[src/rtl/dvi_framebuffer_pixel_out_pkg.sv]
// Shared definitions for the DVI framebuffer pixel output path:
// raster timing presets, RGB565 field layout, RGB888 pixel type,
// colour-bar table and the RGB565 -> RGB888 expansion helper.
package dvi_framebuffer_pixel_out_pkg;

  // 640x480@60 (25.175 MHz pixel clock), active-low syncs
  localparam int VGA640_H_ACTIVE = 640;
  localparam int VGA640_H_FP     = 16;
  localparam int VGA640_H_SYNC   = 96;
  localparam int VGA640_H_BP     = 48;
  localparam int VGA640_V_ACTIVE = 480;
  localparam int VGA640_V_FP     = 10;
  localparam int VGA640_V_SYNC   = 2;
  localparam int VGA640_V_BP     = 33;
  localparam bit VGA640_SYNC_POL = 1'b0;

  // 800x600@60 (40 MHz pixel clock), active-high syncs
  localparam int SVGA800_H_ACTIVE = 800;
  localparam int SVGA800_H_FP     = 40;
  localparam int SVGA800_H_SYNC   = 128;
  localparam int SVGA800_H_BP     = 88;
  localparam int SVGA800_V_ACTIVE = 600;
  localparam int SVGA800_V_FP     = 1;
  localparam int SVGA800_V_SYNC   = 4;
  localparam int SVGA800_V_BP     = 23;
  localparam bit SVGA800_SYNC_POL = 1'b1;

  // RGB565 field positions inside one 16-bit pixel
  localparam int RGB565_R_MSB = 15;
  localparam int RGB565_R_LSB = 11;
  localparam int RGB565_G_MSB = 10;
  localparam int RGB565_G_LSB = 5;
  localparam int RGB565_B_MSB = 4;
  localparam int RGB565_B_LSB = 0;

  typedef struct packed {
    logic [7:0] red;
    logic [7:0] green;
    logic [7:0] blue;
  } rgb888_t;

  // Colour bars, index 0 is the leftmost bar:
  // white, yellow, cyan, green, magenta, red, blue, black
  localparam logic [7:0][23:0] COLOUR_BARS = {
    24'h000000, 24'h0000FF, 24'hFF0000, 24'hFF00FF,
    24'h00FF00, 24'h00FFFF, 24'hFFFF00, 24'hFFFFFF
  };

  // Replicate the top bits into the low bits so full-scale stays full-scale
  function automatic rgb888_t rgb565_to_888(input logic [15:0] px);
    logic [4:0] r5;
    logic [5:0] g6;
    logic [4:0] b5;
    rgb888_t    c;
    r5 = px[RGB565_R_MSB:RGB565_R_LSB];
    g6 = px[RGB565_G_MSB:RGB565_G_LSB];
    b5 = px[RGB565_B_MSB:RGB565_B_LSB];
    c.red   = {r5, r5[4:2]};
    c.green = {g6, g6[5:4]};
    c.blue  = {b5, b5[4:2]};
    return c;
  endfunction

endpackage

[src/rtl/dvi_framebuffer_pixel_out_timing_gen.sv]
// Raster timing generator: horizontal/vertical counters and the
// combinational region flags derived from them (active, syncs, start of
// frame, pixel half-select). The consumer registers these flags.
// With DVI_FRAMEBUFFER_PIXEL_OUT_TEST_PATTERN_EN defined it also
// reports which colour bar the current pixel falls in.
module dvi_framebuffer_pixel_out_timing_gen #(
  parameter int H_ACTIVE = 640,
  parameter int H_FP     = 16,
  parameter int H_SYNC   = 96,
  parameter int H_BP     = 48,
  parameter int V_ACTIVE = 480,
  parameter int V_FP     = 10,
  parameter int V_SYNC   = 2,
  parameter int V_BP     = 33,
  parameter bit SYNC_POL = 1'b0
) (
  input  logic clk,
  input  logic rst,
  input  logic enable,
  output logic active,
  output logic hsync,
  output logic vsync,
  output logic sof,
  output logic half
`ifdef DVI_FRAMEBUFFER_PIXEL_OUT_TEST_PATTERN_EN
  ,
  output logic [2:0] bar
`endif
);

  localparam logic [11:0] H_ACT    = 12'(H_ACTIVE);
  localparam logic [11:0] HS_START = 12'(H_ACTIVE + H_FP);
  localparam logic [11:0] HS_END   = 12'(H_ACTIVE + H_FP + H_SYNC);
  localparam logic [11:0] H_LAST   = 12'(H_ACTIVE + H_FP + H_SYNC + H_BP - 1);
  localparam logic [11:0] V_ACT    = 12'(V_ACTIVE);
  localparam logic [11:0] VS_START = 12'(V_ACTIVE + V_FP);
  localparam logic [11:0] VS_END   = 12'(V_ACTIVE + V_FP + V_SYNC);
  localparam logic [11:0] V_LAST   = 12'(V_ACTIVE + V_FP + V_SYNC + V_BP - 1);

  logic [11:0] h_q;
  logic [11:0] v_q;

  // Raster counters; held at 0,0 while disabled so a re-enable restarts the frame
  always_ff @(posedge clk or posedge rst) begin
    if (rst) begin
      h_q <= '0;
      v_q <= '0;
    end else if (!enable) begin
      h_q <= '0;
      v_q <= '0;
    end else if (h_q == H_LAST) begin
      h_q <= '0;
      v_q <= (v_q == V_LAST) ? 12'd0 : v_q + 12'd1;
    end else begin
      h_q <= h_q + 12'd1;
    end
  end

  // Region decode; everything reads as blank/inactive while disabled
  always_comb begin
    active = enable && (h_q < H_ACT) && (v_q < V_ACT);
    hsync  = (enable && (h_q >= HS_START) && (h_q < HS_END)) ? SYNC_POL : !SYNC_POL;
    vsync  = (enable && (v_q >= VS_START) && (v_q < VS_END)) ? SYNC_POL : !SYNC_POL;
    sof    = enable && (h_q == 12'd0) && (v_q == 12'd0);
    half   = h_q[0];
  end

`ifdef DVI_FRAMEBUFFER_PIXEL_OUT_TEST_PATTERN_EN
  localparam int BAR_W = H_ACTIVE / 8;

  // Bar index by threshold compare, avoiding a divider
  always_comb begin
    bar = 3'd0;
    for (int i = 1; i < 8; i++) begin
      if (h_q >= 12'(i * BAR_W)) bar = 3'(i);
    end
  end
`endif

endmodule

[src/rtl/dvi_framebuffer_pixel_out.sv]
// Pixel output stage fed by the framebuffer line FIFO. Pops one 32-bit
// word per two active pixels, unpacks RGB565 to RGB888 and registers
// RGB/hsync/vsync/de for the TMDS encoder, plus sof/underflow pulses.
// Optional colour-bar generator: DVI_FRAMEBUFFER_PIXEL_OUT_TEST_PATTERN_EN.
module dvi_framebuffer_pixel_out
  import dvi_framebuffer_pixel_out_pkg::*;
#(
  parameter int H_ACTIVE = VGA640_H_ACTIVE,
  parameter int H_FP     = VGA640_H_FP,
  parameter int H_SYNC   = VGA640_H_SYNC,
  parameter int H_BP     = VGA640_H_BP,
  parameter int V_ACTIVE = VGA640_V_ACTIVE,
  parameter int V_FP     = VGA640_V_FP,
  parameter int V_SYNC   = VGA640_V_SYNC,
  parameter int V_BP     = VGA640_V_BP,
  parameter bit SYNC_POL = VGA640_SYNC_POL
) (
  input  logic        clk_i,
  input  logic        rst_i,
  input  logic        enable_i,
  input  logic [31:0] data_i,
  input  logic        valid_i,
`ifdef DVI_FRAMEBUFFER_PIXEL_OUT_TEST_PATTERN_EN
  input  logic        pattern_i,
`endif
  output logic        pop_o,
  output logic [7:0]  red_o,
  output logic [7:0]  green_o,
  output logic [7:0]  blue_o,
  output logic        hsync_o,
  output logic        vsync_o,
  output logic        de_o,
  output logic        sof_o,
  output logic        underflow_o
);

  logic    active;
  logic    hsync;
  logic    vsync;
  logic    sof;
  logic    half;
  logic [15:0] px_raw;
  rgb888_t px_rgb;
`ifdef DVI_FRAMEBUFFER_PIXEL_OUT_TEST_PATTERN_EN
  logic [2:0] bar;
`endif

  dvi_framebuffer_pixel_out_timing_gen #(
    .H_ACTIVE (H_ACTIVE),
    .H_FP     (H_FP),
    .H_SYNC   (H_SYNC),
    .H_BP     (H_BP),
    .V_ACTIVE (V_ACTIVE),
    .V_FP     (V_FP),
    .V_SYNC   (V_SYNC),
    .V_BP     (V_BP),
    .SYNC_POL (SYNC_POL)
  ) u_timing (
    .clk    (clk_i),
    .rst    (rst_i),
    .enable (enable_i),
    .active (active),
    .hsync  (hsync),
    .vsync  (vsync),
    .sof    (sof),
    .half   (half)
`ifdef DVI_FRAMEBUFFER_PIXEL_OUT_TEST_PATTERN_EN
    ,
    .bar    (bar)
`endif
  );

  // Pick the pixel half of the FIFO word and expand it to RGB888
  always_comb begin
    px_raw = half ? data_i[31:16] : data_i[15:0];
    px_rgb = rgb565_to_888(px_raw);
  end

  // Word is consumed after its second pixel; a missing word on an odd pixel is skipped
`ifdef DVI_FRAMEBUFFER_PIXEL_OUT_TEST_PATTERN_EN
  assign pop_o = active & half & valid_i & ~pattern_i;
`else
  assign pop_o = active & half & valid_i;
`endif

  // Output register stage, one cycle behind the counters
  always_ff @(posedge clk_i or posedge rst_i) begin
    if (rst_i) begin
      red_o       <= '0;
      green_o     <= '0;
      blue_o      <= '0;
      hsync_o     <= !SYNC_POL;
      vsync_o     <= !SYNC_POL;
      de_o        <= 1'b0;
      sof_o       <= 1'b0;
      underflow_o <= 1'b0;
    end else begin
      hsync_o <= hsync;
      vsync_o <= vsync;
      sof_o   <= sof;
      de_o    <= active;
`ifdef DVI_FRAMEBUFFER_PIXEL_OUT_TEST_PATTERN_EN
      if (active && pattern_i) begin
        {red_o, green_o, blue_o} <= COLOUR_BARS[bar];
        underflow_o              <= 1'b0;
      end else
`endif
      if (active && valid_i) begin
        red_o       <= px_rgb.red;
        green_o     <= px_rgb.green;
        blue_o      <= px_rgb.blue;
        underflow_o <= 1'b0;
      end else begin
        red_o       <= '0;
        green_o     <= '0;
        blue_o      <= '0;
        underflow_o <= active;
      end
    end
  end

endmodule

[config.mk]
export PLATFORM = sky130hd
export DESIGN_NAME = dvi_framebuffer_pixel_out
export DESIGN_NICKNAME = d
export VERILOG_FILES = /design/src/rtl/dvi_framebuffer_pixel_out_pkg.sv /design/src/rtl/dvi_framebuffer_pixel_out_timing_gen.sv /design/src/rtl/dvi_framebuffer_pixel_out.sv
export SDC_FILE = /design/constraint.sdc
export NUM_CORES = 1
export LEC_CHECK = 0
export BUFFER_PORTS_ARGS = -buffer_cell sky130_fd_sc_hd__buf_2
export CORE_MARGIN = 4
export CORE_UTILIZATION = 50
export CTS_CLUSTER_DIAMETER = 60
export CTS_CLUSTER_SIZE = 12
export DETAILED_ROUTE_END_ITERATION = 10
export PLACE_DENSITY_LB_ADDON = 0.3
export SETUP_SLACK_MARGIN = 0.02
export SLEW_MARGIN = 20
export SYNTH_ARGS = -nofsm -noshare
export SYNTH_HDL_FRONTEND = slang
export SYNTH_SLANG_ARGS = --single-unit
export TNS_END_PERCENT = 10
[constraint.sdc]
create_clock -name clk_i -period 2.5 [get_ports clk_i]
set_input_delay 0.25 -clock clk_i [delete_from_list [all_inputs] [get_ports clk_i]]
set_output_delay 0.25 -clock clk_i [all_outputs]
set_load 0.01 [all_outputs]
After elaboration in Yosys (flattened, before gate mapping)
Index checks and enable logic that the tools add are counted.
W data, S select, Z words.
{ "word_totals": {"register_bits": 53, "inputBits": 36, "out_inout_bits": 30, "elab_cells": 46} }
{ "op_classes": {"n_eq_ne": 3, "magnitude_cmp": 6, "addsub": 2, "muxes": 12, "n_reduce_logical": 11, "bitwise_logic": 2} }
{ "ops": {"columns": ["cell", "n"], "rows": [
  ["$mux W12", 5],
  ["$add A12 B1 Y12 const B", 2],
  ["$eq A12 B10 Y1 const B", 2],
  ["$logic_not A12 Y1", 2],
  ["$lt A12 B10 Y1 const B", 2],
  ["$lt A12 B9 Y1 const B", 2],
  ["$mux W8", 3],
  ["$mux W16", 1],
  ["$ge A12 B10 Y1 const B", 1],
  ["$ge A12 B9 Y1 const B", 1],
  ["$logic_and A1 B1 Y1", 9],
  ["$mux W1", 3],
  ["$and A1 B1 Y1", 2],
  ["$ne A2 B1 Y1 const B", 1]
]} }

Logic depth before layout (Yosys ltp)
Gate-level depths: netlist of the first run.
{ "logic_depth": {"word_depth": 5, "mapped_depth": 7} }

Hierarchy
A second synthesis of the first run with hierarchy kept.
{ "unflattened": {"cells_unflattened": 231, "area_unflattened_um2": 2356.0} }
{ "modules_own_cells": {"columns": ["module", "area_each_um2", "cells_per_inst", "seq_area_each_um2", "instances"], "rows": [
  ["dvi_framebuffer_pixel_out_timing_gen", 1490.2, 163, 600.6, 1],
  ["dvi_framebuffer_pixel_out", 865.8, 68, 528.0, 1]
]} }

Worst setup path before layout of the first run
OpenSTA, ideal clock, no wires.
{ "synth_path": {"path_kind": "register to register", "startpoint": "reg u_timing.v_q[0]", "endpoint": "reg u_timing.v_q[11]", "required_ns": 2.379, "t_arrival_ns": 1.838, "stages_incl_launch_ff": 8, "n_path_buf": 1, "slack_ns": 0.541, "cell_sequence": "dfrtp_1 -> inv_1 -> ha_1 -> or4b_4 -> o41ai_4 -> buf_6 -> nor3_1 -> o22a_1"} }
{ "synth_between": {"elab_chain_cells": 4, "word_cells_on_any_way": 5, "classes_between": "1 x add/sub; 1 x eq/ne; 3 x mux"} }
{ "synth_rtl": {"columns": ["element", "line_no", "rtl"], "rows": [
  ["from (decl)", "dvi_framebuffer_pixel_out_timing_gen.sv:41", "logic [11:0] v_q;"],
  ["from (signal assigned)", "dvi_framebuffer_pixel_out_timing_gen.sv:53", "v_q <= (v_q == V_LAST) ? 12'd0 : v_q + 12'd1;"],
  ["$add A12 B1 Y12 / $eq A12 B10 Y1 (equally long branches)", "dvi_framebuffer_pixel_out_timing_gen.sv:53", null],
  ["$mux W12 *", "dvi_framebuffer_pixel_out_timing_gen.sv:53", null],
  ["$mux W12 *", "dvi_framebuffer_pixel_out_timing_gen.sv:51", "end else if (h_q == H_LAST) begin"],
  ["$mux W12 *", "dvi_framebuffer_pixel_out_timing_gen.sv:48", "end else if (!enable) begin"]
]} }
Every way passes the cells marked *; elsewhere a longest branch is shown, timed or not. The select of a mux whose other input is x is not followed.
A chain may end at the register's enable or synchronous reset.

Worst setup path after layout of the first run
{ "layout_path": {"startpoint": "reg u_timing.v_q[0]", "endpoint": "reg u_timing.v_q[3]"} }
Same word-level chain as after synthesis.

==> results of run 1 <==
==> metrics by stage <==
stage | util | worst slack [ps] | cells | power [W] | instance area [µm²]
final | 0.617 | 413 | 337 | 0.00139 | 2720
after global routing | 0.617 | 313 | 337 | 0.00146 | 2720
after CTS | 0.617 | 404 | 337 | 0.00141 | 2720
after detailed placement | 0.592 | 415 | 328 | 0.000925 | 2610
after global placement | 0.592 | 457 | 328 | 0.000921 | 2610
after floorplan | - | 541 | 225 | 0.000865 | 2310
==> per-layer routing <==
layer  global-route usage  wire, µm
met1                0.211      1960
met2                0.264      2280
met3               0.0462       292
met4               0.0819       112
met5                    0         0
==> flip-flops by register name (all words and copies together), names as in the netlist <==
name and flops:
u_timing.h_q 12, u_timing.v_q 12, green_o 6, blue_o 5
red_o 5, de_o 1, hsync_o 1, sof_o 1
underflow_o 1, vsync_o 1
==> path summary, 6_finish.rpt <==
kind	start	endpoint	depth (start not counted)
max in group asynchronous	rst_i	vsync_o	4
min reg2reg	u_timing.v_q[8]	u_timing.v_q[8]	1
min in group asynchronous	rst_i	green_o[4]	3
max	u_timing.v_q[0]	u_timing.v_q[3]	7
max reg2reg	u_timing.v_q[0]	u_timing.v_q[3]	7
min	valid_i	underflow_o	2
==> critical path, stage by stage, from the launching register on <==
cell and delay, ps:
dfrtp_1 410, inv_1 100, ha_1 140, or4b_4 470, o41ai_4 280, buf_4 230, and2b_1 200, o22a_1 150
==> layout by cell type (no fill, tap or decap), types with 2 or more instances in the layout <==
master,instances
nor3_1,8
nand4_1,7
dfrtp_1,43
inv_1,9
o31ai_1,3
o22a_1,5
nor4_1,5
xor2_1,5
xnor2_1,4
nor2b_1,2
or2_2,2
mux2i_1,17
o211ai_1,3
nand2_1,12
and3_1,5
nand3_1,10
buf_4,6
dfstp_2,2
and4_1,4
and2_1,3
nor2_1,28
ha_1,4
buf_2,65
clkbuf_8,7
a21oi_1,3
nand3b_1,2
==> power by group <==
part           switching, W  internal, W  leakage, nW
combinational     0.0000835    0.0000696        0.671
sequential       0.00000888     0.000746        0.607
clock              0.000237     0.000250       0.0542
total              0.000329      0.00107         1.33
==> final cells by class <==
| cell class | count | area, µm² | share of cell area |
|---|---|---|---|
| multi-input cells | 150 | 1010 | 0.371 |
| clock buffers | 7 | 96.3 | 0.0354 |
| clock inverters | 1 | 5.00 | 0.00184 |
| repair buffers | 72 | 380 | 0.140 |
| flip-flops and latches | 45 | 1130 | 0.414 |
| well taps | 52 | 65.1 | 0.0239 |
| inverters | 10 | 37.5 | 0.0138 |
==> kinds of logic (layout without fill, tap and decap cells) <==
logic type               after synthesis  after routing
flip-flops                            45             45
AND/OR/NAND/NOR                       98             98
XOR/XNOR                               9              9
adder cells (fa/ha/maj)                4              4
buffers and inverters                 30             90
multiplexers                          17             17
AO/OA/AOI/OAI                         22             22
==> run metrics, run 1 <==
status=finished, final reports clean; Worst VDD drop=0.385 mV; fin nets=324; EDFF count, synth=0; PD cells=512 mW/mm²; top post-synthesis cells by count=dfrtp_1 (43), nor2_1 (28), mux2i_1 (17); setup repair bufs after CTS=0; P&R area growth vs syn=18.1%; Synth area leader=dfrtp_1; num ports=66; Netlist cell types=47; gr usage total=0.168; max-cap violations=0; First-pass DRT Iterations=4; hold crit path type=in -> reg; Vias=1848; # hold bufs at CTS=1; most common flop cell mapped by yosys=dfrtp_1; clock sink count=45; aggregate global routing overflow=0; largest net degree at the start of global routing=39; syn_nets=265; syn_area_per_cell=10.2 µm²; Detailed Route Iter0 Violations=113; area share of fa/ha/maj cells after synthesis=0.0217; max-slew violations=0; Least-Margin Pin Slew=494 ps; Synth async-reset ratio=1.00; FILL cells=369; Longest Clk Path Bufs=2; main combinational cell family by area after synthesis=simple AND/OR/NAND/NOR gates; antenna-violating nets left=0; mux cell area share after synthesis=0.0738; R2R setup slack=410 ps; required time of the critical path=2690 ps; Worst Setup Path Type=reg -> reg; number of global-route vias before repair=1759; top-area cell type share of the netlist area=0.467; Post-CTS Resized=0; initial antenna violation count=0; first-pass GRT wire length=7910 µm; Compound-Gate Fraction of Synth Area=0.0787; site row count=24; largest cells by area after synthesis=dfrtp_1 (47%), mux2i_1 (7.4%), nor2_1 (4.6%), buf_4 (2.9%), dfstp_2 (2.3%); Detail Placement HPWL=3430 µm; antenna cells=0; Crit path arrival time=2280 ps; clock slew at reported path FFs=80 ps; sequential area share after synthesis=0.489; count leader, synth=dfrtp_1; CTS tree=yes; Post-Syn Area=0.00231 mm²; Die ar.=0.00576 mm²; Worst setup EP type=flip-flop; # setup viols final=0; Initial Util=0.522; FMAX=479 MHz; Slew headroom=0.668; worst hold slack=110 ps; Synth Warn #=0; core region area=0.00441 mm²; Pleak=1.33 nW; vias per cell=5.48; drt wl/cell=13.8 µm; CTS H-tree depth=2; fin crit share=0.835; type of origin of the critical path=flip-flop; clock latency on the worst-skew pair=300 ps; setup TNS=0 ps; Final GP Congestion=0.823; residual DRC count=0; Final Hold Fails=0; flops & latches, synth=45; routed wire length=4640 µm; RSZ-0062 raised after global routing=no; min cycle time layout=2090 ps; Die H=75.9 µm; CTS root buf=clkbuf_8; share of cells above drive strength 1=0.302; maximum fanout along the worst path=14; Synth Area in XOR/XNOR=0.0342; Setup Skew=4.69 ps; Post-Synth Simple-Gate Area=0.230; TritonCTS Buffers=5; Port Buffer Count=65; Mapped Cells=225; chip width=75.9 µm
(Power assumes the default switching activity.)
==> inputs of run 2 (changes only) <==
Settings changed: CORE_UTILIZATION 50 to 47.
Clock period 2.5 ns to 1.8 ns, I/O delays scaled along.
==> run 2 against run 1 <==
The run now ends with negative hold slack, negative setup slack left. Combinational power grew 44%. Worst hold slack lost 110 ps. Die area grew 5.7%. Global-route usage grew 0.60 points. Critical path type unchanged.
==> run metrics, run 2 (synthesis results as in run 1) <==
Final GP Congestion=0.830 (+0.84%); vias per cell=5.16 (-5.9%); worst hold slack=-3.10 ps (-114 ps); max-slew violations=0 (unchanged); fin crit share=1.08 (+0.243); fin nets=346 (+6.8%); clock slew at reported path FFs=90 ps (about the same); Worst setup EP type=flip-flop; R2R setup slack=-140 ps (-550 ps); CTS tree=yes; num ports=66 (unchanged); Die H=78.0 µm (+2.8%); first-pass GRT wire length=8490 µm (+7.4%); clock sink count=45 (unchanged); Detail Placement HPWL=3650 µm (+6.4%); Layout Cells excl Fill=374 (+11%); max-cap violations=0 (unchanged); Final Hold Fails=3 (+3); Worst VDD drop=0.589 mV (+53%); min setup slack post-route=-139 ps (-552 ps); Detailed Route Iter0 Violations=139 (+23%); hold crit path type=in -> async; antenna cells=0 (unchanged); initial antenna violation count=0 (unchanged); footprint of the multi-input gates=0.00102 mm² (+1.4%); Port Buffer Count=65 (unchanged); commonest non-fill, non-tap cell in the layout=buf_2; aggregate global routing overflow=0 (unchanged); critical path's slowest cell=or4b_4; gr usage total=0.174 (+0.00600); # setup viols final=12 (+12); crit path to=u_timing.v_q[3]; Slew headroom=0.632 (-0.0353); Finished Core Util=0.616 (-0.00117); Setup Skew=9.67 ps (+4.98 ps); worst reg2reg path depth=7 (unchanged); chip width=78.0 µm (+2.8%); core region area=0.00472 mm² (+7.0%); RSZ-0062 raised after global routing=yes; largest net degree at the start of global routing=46 (+18%); worst path cell trace=inv_2 > ha_1 > or4b_4 > o41ai_4 > buf_6 > and2b_1 > o22a_1; Vias=1930 (+4.4%); Pleak=1.44 nW (+8.5%); min cycle time layout=1940 ps (-148 ps); Initial Util=0.488 (-0.0342); number of global-route vias before repair=1855 (+5.5%); Die ar.=0.00609 mm² (+5.7%); site row count=25 (+4.2%); commonest non-fill, non-tap cells in the layout=buf_2 (66), dfrtp_1 (43), nor2_1 (27), buf_4 (27), mux2i_1 (17); drt wl/cell=13.1 µm (-4.8%); r2r startpoint=u_timing.v_q[0]; routed wire length=4910 µm (+5.6%); antenna-violating nets left=0 (unchanged); P&R area growth vs syn=26.2%; Critical Path Max Stage Delay=480 ps (about the same); First-pass DRT Iterations=4 (unchanged); placed cell count=364 (+11%); status=finished, violations left; type of origin of the critical path=flip-flop; FILL cells=382 (+3.5%); required time of the critical path=1990 ps (-700 ps); CTS root buf=clkbuf_8; Total Power=0.00190 W (+36%); CTS H-tree depth=2 (unchanged); PD cells=652 mW/mm² (+27%); share of cells above drive strength 1=0.368 (+0.0663); Longest Clk Path Bufs=2 (unchanged); Least-Margin Pin Slew=552 ps (+57.5 ps); residual DRC count=0 (unchanged); Worst Setup Path Type=reg -> reg; maximum fanout along the worst path=7 (-7); clock latency on the worst-skew pair=300 ps (about the same); register area=0.00113 mm² (unchanged); FMAX=516 MHz (+7.6%); Critical path origin=u_timing.v_q[0]; failing checks=negative hold slack, negative setup slack; # hold bufs at CTS=0 (-1); Top Registers=u_timing.h_q (12), u_timing.v_q (12), green_o (6); Crit path arrival time=2130 ps (-150 ps); TritonCTS Buffers=5 (unchanged); Reg2Reg Capture Point=u_timing.v_q[3]
-- run 2: cell count changes in the layout (fill, tap and decap cells not counted), sizes merged --
cell	before	now
buf	71	94
clkinvlp	0	1
inv	9	10
clkbuf	7	5
dlygate4sd3	1	0
-- run 2: worst min-delay path by stage --
stage,end,slack [ps],from
after floorplan,underflow_o,250,valid_i
after global placement,green_o[4],360,rst_i
after detailed placement,green_o[4],350,rst_i
after CTS,u_timing.v_q[11],20,rst_i
after global routing,u_timing.v_q[11],50,rst_i
final,green_o[4],-3,rst_i
-- run 2: worst max-delay path, delay by kind of cell, from the launching register on --
kind,cells,cell delay [ps]
and+or+nand+nor,2,650
AOI/OAI and AO/OA,2,410
DFF,1,400
buffers and inverters,2,250
adders and majority gates,1,130
-- run 2: power by group --
| part | total (W) | internal [W] | switching, W |
|---|---|---|---|
| clock | 0.000627 | 0.000276 | 0.000352 |
| combinational | 0.000221 | 0.000101 | 0.000119 |
| sequential | 0.00105 | 0.00104 | 0.0000121 |
| total | 0.00190 | 0.00141 | 0.000483 |
-- run 2: cell type report --
| cell class | count | share of cell area |
|---|---|---|
| flip-flops and latches | 45 | 0.388 |
| well taps | 67 | 0.0288 |
| clock buffers | 5 | 0.0237 |
| clock inverters | 3 | 0.00731 |
| multi-input cells | 150 | 0.352 |
| repair buffers | 94 | 0.187 |
| inverters | 10 | 0.0129 |
-- run 2: metal layers --
layer  global-route usage  vias up  share of wire
met5                    0        -              0
met4               0.0455        0          0.012
met3               0.0424        5          0.059
met2                0.304       56           0.50
met1                0.214      920           0.42
li1                     -      949              -
-- run 2: stage by stage --
stage | area [µm²] | hold slack [ps] | setup TNS, ps | worst slack, ps
finish | 2910 | -3.10 | -1240 | -139
global route | 2910 | 47.9 | -2310 | -223
CTS | 2900 | 23.2 | -964 | -135
detailed placement | 2790 | 351 | -1070 | -146
global placement | 2790 | 355 | -481 | -90.2
floorplan | 2310 | 246 | -599 | -69.8
-- run 2: timing repair --
item | CTS | global route
gates cloned | 0 | 1
endpoints found under the setup margin | 13 | 13
pin swaps | 3 | 1
setup buffers | 1 | 0
gates resized for setup | 4 | 1
